[src/rtl/decoder_hold_if.sv]
// Request/response bundle for decoder_hold: code + handshake in, decoded lines and status out.
interface decoder_hold_if;
   logic [2:0] d;
   logic       d_vld;
   logic       in_valid;
   logic       in_ready;
   logic [7:0] o;
   logic       busy;
   logic       done;
   logic       nodrv;
   logic [7:0] cnt;

   modport master (
      output d, d_vld, in_valid,
      input  in_ready, o, busy, done, nodrv, cnt
   );

   modport slave (
      input  d, d_vld, in_valid,
      output in_ready, o, busy, done, nodrv, cnt
   );
endinterface

[src/rtl/decoder_hold.sv]
// 3-to-8 decoder whose accepted line is held for HOLD cycles, followed by GAP idle cycles.
module decoder_hold #(
   parameter int unsigned HOLD = 4,
   parameter int unsigned GAP  = 1
) (
   input  logic          clk,
   input  logic          rst_n,
   decoder_hold_if.slave bus
);

   typedef enum logic [1:0] {
      S_IDLE = 2'd0,
      S_HOLD = 2'd1,
      S_GAP  = 2'd2
   } state_t;

   localparam logic [7:0] HOLD_LD = 8'(HOLD - 1);
   localparam bit         HAS_GAP = (GAP != 0);
   localparam logic [3:0] GAP_LD  = HAS_GAP ? 4'(GAP - 1) : 4'd0;

   state_t     state_q, state_d;
   logic [7:0] hold_q, hold_d;
   logic [3:0] gap_q, gap_d;
   logic [7:0] o_q, o_d;
   logic [7:0] cnt_q, cnt_d;
   logic       nodrv_q, nodrv_d;
   logic [7:0] line_dec;

   // An unknown code falls to the default arm, so o never picks up X.
   always_comb begin
      line_dec = '0;
      case (bus.d)
         3'd0:    line_dec = 8'h01;
         3'd1:    line_dec = 8'h02;
         3'd2:    line_dec = 8'h04;
         3'd3:    line_dec = 8'h08;
         3'd4:    line_dec = 8'h10;
         3'd5:    line_dec = 8'h20;
         3'd6:    line_dec = 8'h40;
         3'd7:    line_dec = 8'h80;
         default: line_dec = '0;
      endcase
   end

   always_ff @(posedge clk or negedge rst_n) begin
      if (!rst_n) begin
         state_q <= S_IDLE;
         hold_q  <= '0;
         gap_q   <= '0;
         o_q     <= '0;
         cnt_q   <= '0;
         nodrv_q <= 1'b0;
      end else begin
         state_q <= state_d;
         hold_q  <= hold_d;
         gap_q   <= gap_d;
         o_q     <= o_d;
         cnt_q   <= cnt_d;
         nodrv_q <= nodrv_d;
      end
   end

   always_comb begin
      state_d = state_q;
      hold_d  = hold_q;
      gap_d   = gap_q;
      o_d     = o_q;
      cnt_d   = cnt_q;
      nodrv_d = 1'b0;
      case (state_q)
         S_IDLE: begin
            o_d = '0;
            if (bus.in_valid) begin
               if (bus.d_vld) begin
                  o_d     = line_dec;
                  hold_d  = HOLD_LD;
                  cnt_d   = cnt_q + 8'd1;
                  state_d = S_HOLD;
               end else begin
                  nodrv_d = 1'b1;
               end
            end
         end
         S_HOLD: begin
            if (hold_q == '0) begin
               o_d = '0;
               if (HAS_GAP) begin
                  gap_d   = GAP_LD;
                  state_d = S_GAP;
               end else begin
                  state_d = S_IDLE;
               end
            end else begin
               hold_d = hold_q - 8'd1;
            end
         end
         S_GAP: begin
            o_d = '0;
            if (gap_q == '0) begin
               state_d = S_IDLE;
            end else begin
               gap_d = gap_q - 4'd1;
            end
         end
         default: begin
            o_d     = '0;
            state_d = S_IDLE;
         end
      endcase
   end

   assign bus.in_ready = (state_q == S_IDLE);
   assign bus.busy     = (state_q != S_IDLE);
   assign bus.done     = (state_q == S_HOLD) && (hold_q == '0);
   assign bus.o        = o_q;
   assign bus.nodrv    = nodrv_q;
   assign bus.cnt      = cnt_q;

endmodule

[src/flat_wrapper.sv]
// flat-port wrapper written by rule: the top's interface ports become plain ports
module decoder_hold_flat 
#(
   parameter int unsigned HOLD = 4,
   parameter int unsigned GAP  = 1
)
  (clk, rst_n, bus_d, bus_d_vld, bus_in_valid, bus_in_ready, bus_o, bus_busy, bus_done, bus_nodrv, bus_cnt);
  decoder_hold_if bus_i ();
  input  logic clk;
  input  logic rst_n;
  input wire logic [$bits(bus_i.d)-1:0] bus_d;
  input wire logic [$bits(bus_i.d_vld)-1:0] bus_d_vld;
  input wire logic [$bits(bus_i.in_valid)-1:0] bus_in_valid;
  output wire logic [$bits(bus_i.in_ready)-1:0] bus_in_ready;
  output wire logic [$bits(bus_i.o)-1:0] bus_o;
  output wire logic [$bits(bus_i.busy)-1:0] bus_busy;
  output wire logic [$bits(bus_i.done)-1:0] bus_done;
  output wire logic [$bits(bus_i.nodrv)-1:0] bus_nodrv;
  output wire logic [$bits(bus_i.cnt)-1:0] bus_cnt;
  assign bus_i.d = bus_d;
  assign bus_i.d_vld = bus_d_vld;
  assign bus_i.in_valid = bus_in_valid;
  assign bus_in_ready = bus_i.in_ready;
  assign bus_o = bus_i.o;
  assign bus_busy = bus_i.busy;
  assign bus_done = bus_i.done;
  assign bus_nodrv = bus_i.nodrv;
  assign bus_cnt = bus_i.cnt;
  decoder_hold #(.HOLD(HOLD), .GAP(GAP)) u_core (.clk(clk), .rst_n(rst_n), .bus(bus_i));
endmodule
[config.mk]
export PLATFORM = sky130hd
export DESIGN_NAME = decoder_hold_flat
export DESIGN_NICKNAME = d
export VERILOG_FILES = /design/src/rtl/decoder_hold_if.sv /design/src/rtl/decoder_hold.sv /design/src/flat_wrapper.sv
export SDC_FILE = /design/constraint.sdc
export NUM_CORES = 1
export LEC_CHECK = 0
export ABC_AREA = 1
export BUFFER_PORTS_ARGS = -buffer_cell sky130_fd_sc_hd__buf_4
export CORE_UTILIZATION = 40
export DETAILED_ROUTE_END_ITERATION = 16
export PLACE_DENSITY = 0.69
export SETUP_SLACK_MARGIN = 0.15
export SLEW_MARGIN = 10
export SYNTH_ARGS = -nofsm -noshare
export SYNTH_HDL_FRONTEND = slang
export SYNTH_SLANG_ARGS = --single-unit
[constraint.sdc]
create_clock -name clk -period 2.5 [get_ports clk]
set_input_delay 0.375 -clock clk [delete_from_list [all_inputs] [get_ports clk]]
set_output_delay 0.375 -clock clk [all_outputs]
set_load 0.05 [all_outputs]
==> metrics, run 1 <==
Worst Hold Class=primary input to asynchronous set/reset pin; largest family of logic cells by synthesized area=simple AND/OR/NAND/NOR gates; # rows=22; DRT Pass-1 Iters=4; Crit Path Max Fanout=6; fill count=386; area of the multi-input gates=approximately 710 µm²; drt initial violations=50; most used cell, CP=inv_1; CTS tree=built; Worst-Margin Slew=approximately 390 ps; Peak supply drop=0.000701 V; first-pass GRT wire length=around 5.4 mm; kind of critical path=flop to output pin; Slowest Stage Delay on Critical Path=360 ps; Max Cap Violations=0; power consumption=slightly above 2 mW; n_diodes=0; required time of the critical path=2120 ps; startpoint types=flop; vias in the first global route=between 1000 and 1500; Mapped Avg Cell Area=a little under 9 µm²; Residual DRC=0; CP max-delay cell=dfrtp_1; routed vias=about 1300; post-CTS setup buffers=0; clk_skew=around 4.2 ps; Detail Placement HPWL=~2.2 mm; post-synthesis compound-gate area fraction=a little over 6%; Bufs on Longest Clock Path=2; Top Usage Layer GRT=met2; WL final=between 2 and 3 mm; mux cell area share after synthesis=0%; DR WL/cell=about 11 µm; Max Clock Freq=about 500 MHz; post-synth top area cell=dfrtp_1; Netlist cell types=26; global route total overflow=0; largest cells by area after synthesis=dfrtp_1 (48%), nand2_1 (9.1%), nand3_1 (6.2%), inv_1 (5.2%), xor2_1 (3.8%); CP Data Arrival Time=around 1600 ps; post-synth top area share=about 48%; Global Route Usage Sum=between 10% and 20%; DP Worst Slack=802 ps; min Tclk post-route=between 1500 and 2000 ps; netlist area before placement=roughly 0.0016 mm²; final-report setup violation count=0; Slew Limit Fails=0; Die Ht=65.3 µm; unrepaired setup endpoints after global routing=no; largest net degree at the start of global routing=32; number of buffers added on ports=26; outcome=complete, no violations; vias per cell=~4.9; simple-gate area share of the yosys netlist=a little under a third; post-synthesis cell count=185; total CTS buffers=5; clk root buf=clkbuf_8; syn_nets=between 150 and 200; Resized cells post-CTS=0; Layout Nets=227; layout cells sized above 1=a little under a quarter; crit-path cells=inv_1 > ha_1 > nand2_1 > nor2_1 > nand3_2 > inv_1 > buf_4; Ys Warns=0; Leak=between 1 and 1.5 nW; initial antenna violation count=0; Finished Layout Cells=265; FF+latch count, synth=31; full die area=0.00426 mm²; post-layout util=between 50% and 60%; met1 Usage GRT=20.5%; fraction of the mapped netlist area in adder cells=3.12%; DRT antenna net count=0; register area=around 780 µm²; final hold vios=0; sequential area share after synthesis=48.4%; Cell Pwr Density=1050 mW/mm²; hold_buf cts=0; final setup margin=just over 500 ps; area delta synth->final=20.0%; Worst-path clk slew=about 60 ps; CTS sink count=31; period utilization=between 70% and 80%; R2R cell count=9; H-tree levels=2; max_slew headroom=about 74%; M3 GR Usage=a little under 5%; Worst Setup End Kind=output pin; later-pin clock latency in the skew report=around 280 ps; io pins=27; XOR/XNOR Fraction of Synth Area=4.92%; routing usage on met2=28.1%; GPL Wtd Cong=0.870; setup TNS=0 ps; starting density of the core=between 40% and 50%; Core Area=between 0.003 and 0.004 mm²; Post-Place Cells=about 260; Die X=roughly 65 µm
==> routing by layer <==
metal / up-vias / wire length, µm / share of wire, %
li1: 658 / - / -
met1: 610 / 1410 / 47
met2: 26 / 1380 / 46
met3: 5 / 149 / 5.0
met4: 0 / 46 / 1.5
met5: - / 0 / 0
==> worst max-delay path, delay by kind of cell (launching register included) <==
family,cells,cell delay [ps]
adders and majority gates,1,170
DFF,1,360
and+or+nand+nor,3,350
buffers and inverters,3,450
==> logic make-up after synthesis <==
logic type,after synthesis
fa+ha+maj,4
simple gates,95
xor+xnor,9
flops,31
compound gates,18
buf+inv,28
==> where the power goes <==
part | switching, mW | internal [mW]
Clock | 0.179 | 0.195
Combinational | 0.664 | 0.276
Sequential | 0.107 | 0.604
Total | 0.950 | 1.08
==> cell usage in the layout, fill, tap and decap left out <==
cell type  count
nand2_1       39
dfrtp_1       31
buf_4         26
inv_1         22
nand3_1       20
nor2_1        15
xor2_1         7
o21ai_0        6
o21ai_1        6
clkbuf_8       5
nor2_4         4
nand3_2        4
nand4_1        4
ha_1           4
inv_2          3
a21oi_1        3
nand3b_1       2
nand2_2        2
clkinv_2       2
nor3_1         2
o31ai_1        2
xnor2_1        2
clkbuf_1       2
nor2_2         1
nand3_4        1
o21ai_2        1
nor3_2         1
==> synth_stat cells, drive strengths merged <==
cell	instances
a21oi	3
clkinv	1
o31ai	2
nand2	41
xor2	7
dfrtp	31
nand3b	2
o21ai	13
buf	2
xnor2	2
nand3	25
nand4	4
nor3	3
ha	4
nor2	20
inv	25
==> path summary, 6_finish.rpt <==
| check | startpoint | endpoint | slack, ps |
|---|---|---|---|
| min in group clk | bus_d_vld | u_core.bus.nodrv$_DFF_PN0_ | 280 |
| max | u_core.hold_q[0]$_DFFE_PN0P_ | bus_done | 510 |
| max reg2reg | u_core.hold_q[0]$_DFFE_PN0P_ | u_core.hold_q[6]$_DFFE_PN0P_ | 810 |
| min | rst_n | u_core.bus.o[4]$_DFFE_PN0P_ | 9 |
| min reg2reg | u_core.gap_q[0]$_DFFE_PN0P_ | u_core.gap_q[0]$_DFFE_PN0P_ | 500 |
| max in group asynchronous | rst_n | u_core.hold_q[6]$_DFFE_PN0P_ | 2200 |
==> flip-flops by register name, indices dropped and copies added, names as in the netlist <==
| name | cells |
|---|---|
| u_core.gap_q | 4 |
| u_core.bus.cnt | 8 |
| u_core.bus.o | 8 |
| u_core.hold_q | 8 |
| u_core.state_q | 2 |
| u_core.bus.nodrv | 1 |
==> final cells by class <==
| type | instances | area share [%] |
|---|---|---|
| clock buffer | 7 | 3.97 |
| clock inverter | 1 | 0.260 |
| inverter | 26 | 5.14 |
| multi-input combinational | 126 | 37.0 |
| sequential | 31 | 40.3 |
| tap | 48 | 3.12 |
| timing repair buffer | 26 | 10.1 |
==> stage by stage <==
stage | hold slack (ps) | area (µm²)
2_1_floorplan | 79.4 | 1600
3_3_place_gp | 332 | 1840
3_5_place_dp | 335 | 1840
4_1_cts | 28.9 | 1920
5_1_grt | 46.0 | 1920
6_report | 8.70 | 1920
Power figures use the tool's default switching activity.
==> run 2: changes to the inputs <==
==> constraint.sdc (replaced) <==
create_clock -name clk -period 1.89 [get_ports clk]
set_input_delay 0.2835 -clock clk [delete_from_list [all_inputs] [get_ports clk]]
set_output_delay 0.2835 -clock clk [all_outputs]
set_load 0.05 [all_outputs]
==> metrics, run 2 (synthesis gave the netlist of run 1 again) <==
initial antenna violation count=0 (unchanged); combinational share of power=46.1% (-0.3 points); Worst-path clk slew=70 ps (about the same); Layout Nets=235 (+3.5%); most used cell, CP=inv_2; Worst Setup End Kind=output pin; number of buffers added on ports=26 (unchanged); startpoint types=flop; later-pin clock latency in the skew report=290 ps (about the same); vias per cell=4.84 (-1.2%); Peak supply drop=0.000973 V (+39%); Crit Reg-Reg Startpoint=u_core.hold_q[1]$_DFFE_PN0P_; clk_skew=7.89 ps (+3.67 ps); CTS tree=built; Finished Layout Cells=273 (+3.0%); crit path buf inv count=3 (unchanged); WHS Endpoint=u_core.bus.nodrv$_DFF_PN0_; Worst Hold Class=primary input to flop; n_diodes=0 (unchanged); largest net degree at the start of global routing=32 (unchanged); min Tclk post-route=1710 ps; Crit Path Max Fanout=3 (-3); outcome=complete, no violations; area delta synth->final=28.0%; Max Clock Freq=a little under 600 MHz; CP Data Arrival Time=1430 ps (-180 ps); Residual DRC=0 (unchanged); total CTS buffers=5 (unchanged); crit-path cells=inv_2 > ha_4 > nand2_2 > nor2_4 > nand3_2 > inv_2 > buf_8; Die X=65.3 µm (unchanged); Slowest Stage Delay on Critical Path=410 ps (+50 ps); Worst R2R Setup Slack=430 ps (-380 ps); R2R cell count=8 (-1); starting density of the core=42.8% (unchanged); Max Cap Violations=0 (unchanged); period utilization=90.6%; Leak=1.06 nW (+5.2%); routed vias=1322 (+1.8%); Detail Placement HPWL=2.25 mm (+3.0%); fill count=362 (-6.2%); Sequential Power Share=31.3% (-3.8 points); most common cell after layout, fill and taps aside=nand2_1; final hold vios=0 (unchanged); Global Route Usage Sum=17.0% (+0.068 points); net switching power=1.33 mW (+40%); Bufs on Longest Clock Path=2 (unchanged); WL final=3.15 mm (+5.4%); clk root buf=clkbuf_8; required time of the critical path=1610 ps (-510 ps); Core Area=0.00374 mm² (unchanged); Worst-Margin Slew=388 ps (-2.88 ps); io pins=27 (unchanged); Top delay family on crit path=flip-flops; full die area=0.00426 mm² (unchanged); hold path startpoint=bus_d_vld; register area=776 µm² (unchanged); drt initial violations=48 (-4.0%); GPL Wtd Cong=0.808 (-7.1%); DRT antenna net count=0 (unchanged); leading cell types in the layout, fill and taps excluded=nand2_1 (38), buf_4 (32), dfrtp_1 (31); worst hold path cell count=2; H-tree levels=2 (unchanged); worst flop-to-flop path endpoint=u_core.hold_q[5]$_DFFE_PN0P_; unrepaired setup endpoints after global routing=no; CTS sink count=31 (unchanged); Die Ht=65.3 µm (unchanged); first-pass GRT wire length=5.54 mm (+1.9%); area of the multi-input gates=734 µm² (+3.2%); Slew Limit Fails=0 (unchanged); DRT Pass-1 Iters=4 (unchanged); CP max-delay cell=dfrtp_1; Post-Place Cells=259 (+0.78%); max_slew headroom=74.1% (+0.19 points); vias in the first global route=1265 (+3.2%); DR WL/cell=11.5 µm (+2.3%); final-report setup violation count=0 (unchanged); kind of critical path=flop to output pin; layout cells sized above 1=28.9% (+5.8 points); global route total overflow=0 (unchanged); clock power share=22.5% (+4.0 points); Pint=1.69 mW (+58%); Cell Pwr Density=1470 mW/mm² (+40%); setup TNS=0 ps (unchanged); Switching Share=44.0% (-2.9 points); # rows=22 (unchanged)
run 2: changes by cell type in the layout (fill, tap and decap cells not counted), moves of 2 or more:
| cell | change |
|---|---|
| inv_1 | -3 |
| inv_2 | +3 |
| clkbuf_1 | -2 |
| buf_4 | +6 |
run 2: layout make-up:
class | instances | share of cell area [%]
clock buffers | 6 | 4.02
clock inverters | 2 | 1.71
inverters | 26 | 4.82
multi-input cells | 126 | 35.8
flip-flops and latches | 31 | 37.8
well taps | 48 | 2.93
repair buffers | 34 | 12.9
run 2: power by group through the flow:
stage / combinational (mW) / sequential (mW) / clock, mW
final: 1.40 / 0.948 / 0.682
after global routing: 1.53 / 0.967 / 0.730
after CTS: 1.31 / 0.944 / 0.697
after detailed placement: 1.29 / 0.951 / 0
after global placement: 1.27 / 0.947 / 0
after floorplan: 0.759 / 1.13 / 0
run 2: worst max-delay path by stage:
stage                                 startpoint        to  slack, ps  cells past startpoint
floorplan           u_core.hold_q[0]$_DFFE_PN0P_  bus_done        330                      6
global placement    u_core.hold_q[0]$_DFFE_PN0P_  bus_done        330                      7
detailed placement  u_core.hold_q[0]$_DFFE_PN0P_  bus_done        310                      7
CTS                 u_core.hold_q[0]$_DFFE_PN0P_  bus_done        180                      7
global route        u_core.hold_q[1]$_DFFE_PN0P_  bus_done        130                      7
finish              u_core.hold_q[1]$_DFFE_PN0P_  bus_done        180                      7
run 2: routing by layer:
metal | vias up | wire, µm | global-route usage, %
met1 | 622 | 1500 | 21.3
met5 | - | 0 | 0
met2 | 26 | 1470 | 28.9
li1 | 670 | - | -
met3 | 4 | 137 | 5.03
met4 | 0 | 38 | 3.26
run 2: what timing repair did:
action | 4_1_cts | 5_1_grt
pin swaps | 1 | 3
endpoints found under the hold margin | 31 | 0
resized for setup | 4 | 6
endpoints found under the setup margin | 1 | 1
hold buffers | 1 | 0
buffers inserted | 1 | 4
run 2: metrics by stage:
| stage | setup WS, ps | power [mW] | area [µm²] | util [%] | hold WS [ps] |
|---|---|---|---|---|---|
| after floorplan | 329 | 1.89 | 1600 | - | -12.1 |
| after global placement | 331 | 2.22 | 1860 | 49.6 | 240 |
| after detailed placement | 309 | 2.24 | 1860 | 49.6 | 243 |
| after CTS | 184 | 2.95 | 2000 | 53.4 | 173 |
| after global routing | 130 | 3.23 | 2050 | 54.8 | 190 |
| final | 178 | 3.03 | 2050 | 54.8 | 175 |
run 2: worst reg2reg max path, delay by kind of cell, from the launching register on:
kind | cells | cell delay, ps
compound gates | 1 | 110
simple gates | 4 | 410
buf+inv | 2 | 270
fa+ha+maj | 1 | 130
flops | 1 | 410
==> run 3: changes to the inputs <==
--- a/config.mk
+++ b/config.mk
@@ -7,9 +7,9 @@
 export LEC_CHECK = 0
 export ABC_AREA = 1
 export BUFFER_PORTS_ARGS = -buffer_cell sky130_fd_sc_hd__buf_4
-export CORE_UTILIZATION = 40
+export CORE_UTILIZATION = 55
 export DETAILED_ROUTE_END_ITERATION = 16
-export PLACE_DENSITY = 0.69
+export PLACE_DENSITY = 0.87
 export SETUP_SLACK_MARGIN = 0.15
 export SLEW_MARGIN = 10
 export SYNTH_ARGS = -nofsm -noshare
==> constraint.sdc (replaced) <==
create_clock -name clk -period 1.7 [get_ports clk]
set_input_delay 0.255 -clock clk [delete_from_list [all_inputs] [get_ports clk]]
set_output_delay 0.255 -clock clk [all_outputs]
set_load 0.05 [all_outputs]
==> metrics, run 3 (synthesis gave the netlist of run 1 again) <==
outcome=complete, no violations; CTS sink count=31 (unchanged); drt initial violations=48 (unchanged); layout cells sized above 1=32.8% (+3.9 points); largest net degree at the start of global routing=32 (unchanged); Die X=56.0 µm (-14%); clk root buf=clkbuf_4; io pins=27 (unchanged); DRT Pass-1 Iters=4 (unchanged); required time of the critical path=1440 ps (-170 ps); full die area=0.00313 mm² (-27%); kind of critical path=flop to output pin; # rows=19 (-14%); clk_skew=8.12 ps (+0.237 ps); Placement Cell Area=0.00184 mm² (-0.74%); later-pin clock latency in the skew report=330 ps (+40 ps); Core Area=0.00276 mm² (-26%); global route total overflow=0 (unchanged); Detail Placement HPWL=2.33 mm (+3.6%); most used cell, CP=inv_2; WL final=3.53 mm (+12%); area delta synth->final=27.8%; Layout Nets=242 (+3.0%); Slew Limit Fails=0 (unchanged); Bufs on Longest Clock Path=2 (unchanged); DP Worst Slack=215 ps (-94.4 ps); n_diodes=0 (unchanged); DR WL/cell=13.4 µm (+16%); max_slew headroom=73.9% (-0.26 points); Cell Pwr Density=1600 mW/mm² (+8.5%); CP Data Arrival Time=1430 ps (about the same); Peak supply drop=0.00138 V (+42%); Die Ht=56.0 µm (-14%); DRT antenna net count=0 (unchanged); first-pass GRT wire length=6.02 mm (+8.6%); hold_ws=109 ps (-66.2 ps); Max Clock Freq=594 MHz; min Tclk post-route=between 1500 and 2000 ps; Crit Path Max Fanout=3 (unchanged); Leak=1.07 nW (+1.4%); final-report setup violation count=0 (unchanged); Worst Hold Class=primary input to flop; startpoint types=flop; Worst-Margin Slew=392 ps (+3.92 ps); initial antenna violation count=0 (unchanged); post-route design area=0.00205 mm² (-0.18%); CTS tree=built; H-tree levels=2 (unchanged); vias in the first global route=1406 (+11%); power consumption=3.28 mW (+8.3%); Max Cap Violations=0 (unchanged); CP max-delay cell=dfrtp_1; Residual DRC=0 (unchanged); post-layout util=74.3% (+19 points); routed vias=1413 (+6.9%); period utilization=between 90% and 100%; Slowest Stage Delay on Critical Path=430 ps (+20 ps); Worst-path clk slew=90 ps (+20 ps); vias per cell=5.37 (+11%); crit-path cells=inv_2 > nand2_2 > nor2_2 > nand3_2 > inv_2 > buf_8; final hold vios=0 (unchanged); GPL Wtd Cong=0.940 (+16%); unrepaired setup endpoints after global routing=yes; final setup margin=16.2 ps (-161 ps); total CTS buffers=5 (unchanged); leading cell types in the layout, fill and taps excluded=buf_4 (39), nand2_1 (36), dfrtp_1 (30); Worst Setup End Kind=output pin; Global Route Usage Sum=24.7% (+7.7 points); most common cell after layout, fill and taps aside=buf_4; starting density of the core=58.1% (+15 points); number of buffers added on ports=26 (unchanged)
[run 3: cell count changes in the layout (fill, tap and decap cells not counted), sizes merged]
cell	before	now
clkinv	2	1
buf	33	40
bufinv	1	0
clkbuf	6	8
[run 3: cell type report]
| type | count | area (µm²) |
|---|---|---|
| inverters | 26 | 98.8 |
| well taps | 31 | 38.8 |
| repair buffers | 41 | 318 |
| fillers | 185 | 709 |
| flip-flops and latches | 31 | 777 |
| clock buffers | 8 | 68.8 |
| multi-input cells | 126 | 747 |
[run 3: worst paths after layout]
path | from | endpoint | slack (ps) | cells after the start
min | bus_d_vld | u_core.bus.nodrv$_DFF_PN0_ | 110 | 2
min reg2reg | u_core.gap_q[0]$_DFFE_PN0P_ | u_core.gap_q[0]$_DFFE_PN0P_ | 530 | 1
min in group asynchronous | rst_n | u_core.gap_q[1]$_DFFE_PN0P_ | 380 | 2
max | u_core.hold_q[2]$_DFFE_PN0P_ | bus_done | 20 | 6
max reg2reg | u_core.hold_q[2]$_DFFE_PN0P_ | u_core.hold_q[1]$_DFFE_PN0P_ | 280 | 8
max in group asynchronous | rst_n | u_core.state_q[1]$_DFFE_PN0P_ | 1020 | 2
[run 3: per-stage QoR]
step,instances,TNS [ps]
after floorplan,185,0
after global placement,243,0
after detailed placement,243,0
after CTS,258,0
after global routing,263,-35.8
final,263,0
[run 3: worst max-delay path, delay by kind of cell (launching register included)]
family        cells  cell delay, ps
flops             1             430
buf+inv           3             320
simple gates      3             340
[run 3: routing by layer]
metal  routed length [µm]  vias up  share of wire (%)  GRT usage, %
met1                 1530      686                 43          31.7
met4                   51        0                1.4          9.41
met2                 1780       31                 51          40.1
met3                  158        6                4.5          6.51
li1                     -      690                  -             -
met5                    0        -                  0             0
[run 3: what timing repair did]
action | in CTS | in global routing
gates resized for setup | 9 | 8
endpoints found under the setup margin | 1 | 2
pin swaps | 3 | 2
setup buffers | 6 | 5
endpoints found under the hold margin | 31 | 0
hold buffers | 1 | 0
[run 3: power by group]
| part | internal (mW) | switching (mW) |
|---|---|---|
| Clock | 0.243 | 0.259 |
| Combinational | 0.611 | 1.12 |
| Sequential | 0.888 | 0.160 |
